[config.mk]
export PLATFORM = sky130hd
export DESIGN_NAME = sevseg_frame_sequencer
export DESIGN_NICKNAME = d
export VERILOG_FILES = /design/src/rtl/sevseg_frame_sequencer.sv
export SDC_FILE = /design/constraint.sdc
export NUM_CORES = 1
export LEC_CHECK = 0
export CAP_MARGIN = 20
export CORE_ASPECT_RATIO = 0.8
export CORE_UTILIZATION = 52
export CTS_CLUSTER_SIZE = 24
export DETAILED_ROUTE_END_ITERATION = 8
export GPL_TIMING_DRIVEN = 0
export PLACE_DENSITY = 0.81
export SYNTH_ARGS = -nofsm -noshare
export SYNTH_HDL_FRONTEND = slang
export SYNTH_SLANG_ARGS = --single-unit
[constraint.sdc]
create_clock -name i_clk -period 2.4 [get_ports i_clk]
set_input_delay 0.36 -clock i_clk [delete_from_list [all_inputs] [get_ports i_clk]]
set_output_delay 0.36 -clock i_clk [all_outputs]
set_load 0.02 [all_outputs]
[src/rtl/sevseg_frame_sequencer.sv]
// Frame sequencer for the seven-segment effects datapath: steps the pattern
// mux select through a programmable loop, free-running or single-stepped.
module sevseg_frame_sequencer #(
   parameter int BASE_SHIFT = 16,
   parameter int PRESCALE_W = BASE_SHIFT + 7
) (
   input  logic       i_clk,
   input  logic       i_rst,
   input  logic       i_en,
   input  logic [1:0] i_mode,
   input  logic [2:0] i_rate,
   input  logic [3:0] i_last,
   input  logic       i_step,
   output logic [3:0] o_sel,
   output logic       o_dir,
   output logic       o_frame_strobe
);

   typedef enum logic [1:0] {
      MODE_FWD  = 2'b00,
      MODE_REV  = 2'b01,
      MODE_PING = 2'b10,
      MODE_HOLD = 2'b11
   } mode_e;

   mode_e                 mode;
   logic [PRESCALE_W-1:0] cnt_q;
   logic [PRESCALE_W-1:0] period_m1;
   logic                  tick;
   logic                  tick_q;
   logic                  step_prev_q;
   logic                  step_req;
   logic                  advance;
   logic [3:0]            sel_q;
   logic [3:0]            sel_d;
   logic                  dir_q;
   logic                  dir_d;
   logic                  strobe_q;

   assign mode = mode_e'(i_mode);

   always_comb begin
      period_m1 = (PRESCALE_W'(1) << (BASE_SHIFT + int'(i_rate)))
                - PRESCALE_W'(1);
   end

   // >= so that shrinking the period mid-count still wraps next clock
   assign tick     = i_en & (cnt_q >= period_m1);
   assign step_req = i_step & ~step_prev_q & ~i_en;
   assign advance  = tick_q | step_req;

   always_ff @(posedge i_clk) begin
      if (i_rst) begin
         cnt_q       <= '0;
         tick_q      <= 1'b0;
         step_prev_q <= 1'b0;
      end else begin
         step_prev_q <= i_step;
         tick_q      <= tick;
         if (!i_en) begin
            cnt_q <= '0;
         end else if (tick) begin
            cnt_q <= '0;
         end else begin
            cnt_q <= cnt_q + PRESCALE_W'(1);
         end
      end
   end

   always_comb begin
      sel_d = sel_q;
      dir_d = dir_q;
      unique case (mode)
         MODE_FWD: begin
            sel_d = (sel_q >= i_last) ? 4'd0 : sel_q + 4'd1;
            dir_d = 1'b1;
         end
         MODE_REV: begin
            if (sel_q == 4'd0 || sel_q > i_last) begin
               sel_d = i_last;
            end else begin
               sel_d = sel_q - 4'd1;
            end
            dir_d = 1'b0;
         end
         MODE_PING: begin
            unique case (1'b1)
               (sel_q > i_last): begin
                  sel_d = i_last;
                  dir_d = 1'b0;
               end
               // a one-frame loop just flips direction in place
               (sel_q <= i_last && i_last == 4'd0): begin
                  dir_d = ~dir_q;
               end
               (sel_q <= i_last && i_last != 4'd0 && dir_q): begin
                  if (sel_q == i_last) begin
                     sel_d = i_last - 4'd1;
                     dir_d = 1'b0;
                  end else begin
                     sel_d = sel_q + 4'd1;
                  end
               end
               default: begin
                  if (sel_q == 4'd0) begin
                     sel_d = 4'd1;
                     dir_d = 1'b1;
                  end else begin
                     sel_d = sel_q - 4'd1;
                  end
               end
            endcase
         end
         default: begin
            sel_d = sel_q;
            dir_d = dir_q;
         end
      endcase
   end

   always_ff @(posedge i_clk) begin
      if (i_rst) begin
         sel_q    <= 4'd0;
         dir_q    <= 1'b1;
         strobe_q <= 1'b0;
      end else begin
         strobe_q <= advance & (mode != MODE_HOLD);
         if (advance) begin
            sel_q <= sel_d;
            dir_q <= dir_d;
         end
      end
   end

   assign o_sel          = sel_q;
   assign o_dir          = dir_q;
   assign o_frame_strobe = strobe_q;

endmodule

== Word-level counts from Yosys, hierarchy flattened ==
Index checks and enable logic that the tools add are counted.

* Register bits after elaboration: 31
* Input port bits: 13
* Output and inout bits: 6

* Add/subtract/negate cells: 6
* Magnitude comparators: 4
* Equal/unequal tests: 7
* Shift operators: 1
* Multiplexer cells: 10
* Bitwise operators: 8
* Reduce and logical (&&, ||, !) cells: 12

{| class="wikitable"
|+ Operator list
! kind !! number
|-
| 4-bit case mux with 3 select lines || 2
|-
| 23-bit by 1-bit adder with 23-bit output, second input constant || 1
|-
| 23-bit greater-or-equal comparator || 1
|-
| 1-bit by 6-bit << shifter with 23-bit output, first input constant || 1
|-
| 23-bit by 2-bit subtractor with 23-bit output, second input constant || 1
|-
| 4-bit two-way mux || 4
|-
| 4-bit zero test || 2
|-
| 4-bit by 1-bit subtractor with 4-bit output, second input constant || 2
|-
| 5-bit by 3-bit adder with 6-bit output, first input constant || 1
|-
| 1-bit case mux with 3 select lines || 2
|-
| 5-bit inequality test, second input constant || 1
|-
| 4-bit by 1-bit adder with 4-bit output, second input constant || 1
|-
| 1-bit AND || 4
|-
| 4-bit equality test || 1
|-
| 4-bit greater-or-equal comparator || 1
|-
| 4-bit > comparator || 1
|-
| 4-bit <= comparator || 1
|-
| 2-bit inequality test, second input constant || 2
|-
| 4-bit AND reduction || 1
|-
| 4-bit nonzero test || 1
|-
| 1-bit logical AND || 3
|-
| 3-bit inequality test, second input constant || 1
|-
| 1-bit inverter || 3
|-
| 3-bit AND reduction || 1
|-
| other kinds (8) || 9
|}

== Depth between registers and ports, before layout ==
* Depth after elaboration: 6
* Depth in mapped cells: 14
* Depth with buffers taken out: 12

== Worst setup path after synthesis ==
OpenSTA, ideal clock, no wires.

* Path kind: in2reg
* Start: in i_rate[2]
* End: reg cnt_q[15]
* Data arrival time: 2.515 ns
* Required time: 2.285 ns
* Path slack: -0.229 ns
* Cell stages on the path: 13
* Path buffers: 2
* Cell sequence: or3_1 ha_1 clkbuf_1 nor3_1 a21oi_1 o21a_1 ha_1 nand4_1 a2111oi_2 a21oi_1 nand2_2 buf_4 nor2_1

* Cells in the longest elaborated chain, start to end: 6

{| class="wikitable"
|+ RTL lines
! element !! RTL line !! source
|-
| start, declared || 11 || <nowiki>input logic [2:0] i_rate,</nowiki>
|-
| 5-bit by 3-bit adder with 6-bit output || 43 || <nowiki>period_m1 = (PRESCALE_W'(1) << (BASE_SHIFT + int'(i_rate)))</nowiki>
|-
| 1-bit by 6-bit << shifter with 23-bit output || 43 ||
|-
| 23-bit by 2-bit subtractor with 23-bit output || 44 || <nowiki>- PRESCALE_W'(1);</nowiki>
|-
| 23-bit greater-or-equal comparator || 48 || <nowiki>assign tick = i_en & (cnt_q >= period_m1);</nowiki>
|-
| 1-bit AND || 48 ||
|-
| 3-bit OR reduction (no source line) || - ||
|-
| end signal, assigned || 65 || <nowiki>cnt_q <= cnt_q + PRESCALE_W'(1);</nowiki>
|-
| end, declared || 27 || <nowiki>logic [PRESCALE_W-1:0] cnt_q;</nowiki>
|}

Every way passes these cells.
A chain may end at the register's enable or synchronous reset.

== Worst setup path in the final report ==
* Start: in i_rate[0]
* End: reg cnt_q[0]

Same word-level chain as after synthesis.

==> impl_metrics.env <==
export IMPL_synth_nets=299
export IMPL_async_flop_share_pct=0
export IMPL_setup_viol=0
export IMPL_cts_tree="yes"
export IMPL_slew_violations=0
export IMPL_hold_depth=2
export IMPL_cpMaxStageDelayCell="or3_4"
export IMPL_start_kind="primary input"
export IMPL_dr_pass1_iters=5
export IMPL_dp_hpwl_mm=3.68
export IMPL_dpl_worst_slack_ns=-0.857
export IMPL_hp_start="cnt_q[8]"
export IMPL_port_buffers=18
export IMPL_syn_mean_instance_area_sq_um=8.21
export IMPL_r2r_cells=8
export IMPL_gp_congestion=0.935
export IMPL_ios=19
export IMPL_cts_buffers_inserted=5
export IMPL_grt_pass1_wl_mm=8.79
export IMPL_htreeDepth=2
export IMPL_finClkSkew_ns=0.00881
export IMPL_fp_dieH_um=60.1
export IMPL_core_sq_um=3900
export IMPL_max_stage_delay_ns=0.40
export IMPL_synth_cell_types=51
export IMPL_layout_commonest_cell="dfxtp_1"
export IMPL_path_buf_inv=2
export IMPL_vias=2098
export IMPL_crit_arrival_ns=2.56
export IMPL_ys_seq_elements=31
export IMPL_fin_setup_tns_ns=0
export IMPL_cp_end_kind="register"
export IMPL_ys_flop_type="dfxtp_1"
export IMPL_area_growth_pct=29.0
export IMPL_cts_sinks=31
export IMPL_track_usage_pct=26.0
export IMPL_r2r_start="o_sel[0]"
export IMPL_max_slew_margin_pct=68.9
export IMPL_drt_initial_drc_count=283
export IMPL_ctsHoldBuffers=0
export IMPL_fin_area_sq_um=2830
export IMPL_crit_family="simple AND/OR/NAND/NOR gates"
export IMPL_final_cell_mix="dfxtp_1 (31), nor2_1 (24), nand2_1 (20)"
export IMPL_path_max_fanout=6
export IMPL_rrSetupSlack_ns=0.11
export IMPL_synth_area_sq_um=2190
export IMPL_grt_pass1_vias=1846
export IMPL_power_density_nw_per_um2=461
export IMPL_grt_setup_unrepaired="true"
export IMPL_min_path_type="register to register"
export IMPL_p_leak_nw=1.13
export IMPL_crit_path_cell_trace="buf_8 > or3_4 > ha_4 > xor2_1 > nor2_1 > a21oi_1 > ha_1 > nand3_2 > a2111oi_4 > a21oi_4 > nand2_4 > buf_6 > nor2_1"
export IMPL_fin_nets=335
export IMPL_clock_path_buffers=2
export IMPL_synth_cells=267
export IMPL_clk_latency_ns=0.28
export IMPL_ir_drop_mv=0.330
export IMPL_dieArea_sq_um=4480
export IMPL_overflow=0
export IMPL_clkTransAtPathRegs_ns=0.07
export IMPL_timing_rr_end="o_sel[2]"
export IMPL_fin_crit_sh_pct=99.7
export IMPL_synth_edf_count=0
export IMPL_via_per_inst=5.84
export IMPL_diodes=0
export IMPL_setup_ws_ns=0.00785
export IMPL_outcome="finished, final reports clean"
export IMPL_p_total_w=0.00130
export IMPL_start_util_pct=56.1
export IMPL_placed_cell_area_sq_um=2480
export IMPL_antenna_found_initial=0
export IMPL_cap_violations=0
export IMPL_cpMostUsedCell="nor2_1"
export IMPL_max_freq_ghz=0.418
export IMPL_synth_warnings=0
export IMPL_drive_gt1_share_pct=22.4
export IMPL_crit_type="primary input to register"
export IMPL_finalHoldViolCount=0
export IMPL_ant_nets=0
export IMPL_wirelength_mm=5.39
export IMPL_post_drt_wl_per_cell_um=15.0
export IMPL_die_w_um=74.6
export IMPL_rows=20
export IMPL_grt_max_degree=11
export IMPL_min_to="cnt_q[8]"
export IMPL_drcViolationCount=0
export IMPL_clockRootBuffer="clkbuf_8"
export IMPL_min_period_ns=2.39
export IMPL_max_slew_worst_pin_slew_ns=0.467
export IMPL_ys_seq_area_share_pct=28.3
export IMPL_cp_data_required_time_ns=2.57
-- synthesized netlist by cell type, types with 3 or more instances --
cell	number	share of area, %
nand2_1	20	3.4
nor2_1	39	6.7
xnor2_1	11	4.4
and3_1	8	2.3
a211o_1	3	1.2
o211ai_1	6	2.1
and2_1	3	0.86
a21o_1	3	1.0
ha_1	19	11
buf_2	4	0.91
nand3_1	12	2.7
nand4_1	5	1.4
and4_1	3	1.2
o21ai_0	10	2.3
a31oi_1	4	1.1
nor3_1	7	1.6
xor2_1	18	7.2
a21oi_1	12	2.7
inv_1	14	2.4
dfxtp_1	31	28
-- registers in the layout (all words and copies together), names as in the netlist --
name and count:
cnt_q 23, o_sel 4, o_dir 1, o_frame_strobe 1
step_prev_q 1, tick_q 1
-- per-stage QoR --
stage / hold slack (ns) / instances / util (%)
6_report: 0.536 / 359 / 72.4
5_1_grt: 0.570 / 359 / 72.4
4_1_cts: 0.537 / 358 / 70.1
3_5_place_dp: 0.518 / 340 / 63.6
3_3_place_gp: 0.487 / 340 / 63.6
2_1_floorplan: 0.432 / 267 / -
-- worst max-delay path by stage --
stage	start	depth (start not counted)	slack, ns	endpoint
finish	i_rate[0]	13	0.008	cnt_q[0]
global route	i_rate[0]	13	-0.07	cnt_q[0]
CTS	i_rate[0]	13	0.007	cnt_q[0]
detailed placement	i_rate[0]	14	-0.86	cnt_q[0]
global placement	i_rate[0]	14	-0.82	cnt_q[17]
floorplan	i_rate[2]	13	-0.1	cnt_q[0]
-- power by group --
part | total, W | switching [W] | internal [W]
Combinational | 0.000308 | 0.000170 | 0.000138
Sequential | 0.000534 | 0.0000120 | 0.000522
Clock | 0.000461 | 0.000200 | 0.000261
-- cell type report --
class / count / area, sq um
inverter: 14 / 52.6
buffer: 6 / 45.0
tap: 55 / 68.8
clock buffer: 7 / 96.3
clock inverter: 1 / 7.51
timing repair buffer: 30 / 285
fill: 284 / 1080
sequential: 31 / 621
multi-input combinational: 215 / 1650
-- tightest hold or removal path, delay by kind of cell, from the launching register on --
family,cells,cell delay [ns]
AND/OR/NAND/NOR,1,0.08
flip-flops,1,0.35
XOR/XNOR,1,0.07
-- per-layer routing --
metal	up-vias	routed length, um	share of wire [%]	global-route usage (%)
met3	6	457	8.5	5.40
li1	1030	-	-	-
met4	0	26	0.48	4.04
met1	964	2600	48	38.4
met2	98	2300	43	39.5
met5	-	0	0	0
-- timing repair --
| action | 4_1_cts | 5_1_grt |
|---|---|---|
| buffers inserted | 9 | 1 |
| pin swaps | 16 | 9 |
| gates resized for setup | 37 | 25 |
| gates cloned | 2 | 0 |
| setup endpoints to repair | 26 | 25 |
-- cells by family (layout without fill, tap and decap cells) --
family	count (synthesis)	in the layout	share of synthesized area, %
muxes	1	1	0.457
xor gates and xnor gates	29	29	11.6
DFF	31	31	28.3
AOI/OAI and AO/OA	58	58	19.3
and+or+nand+nor	108	108	25.3
buffers and inverters	21	58	4.17
adders and majority gates	19	19	10.9
Note: power is estimated with default switching activity, not from simulation.
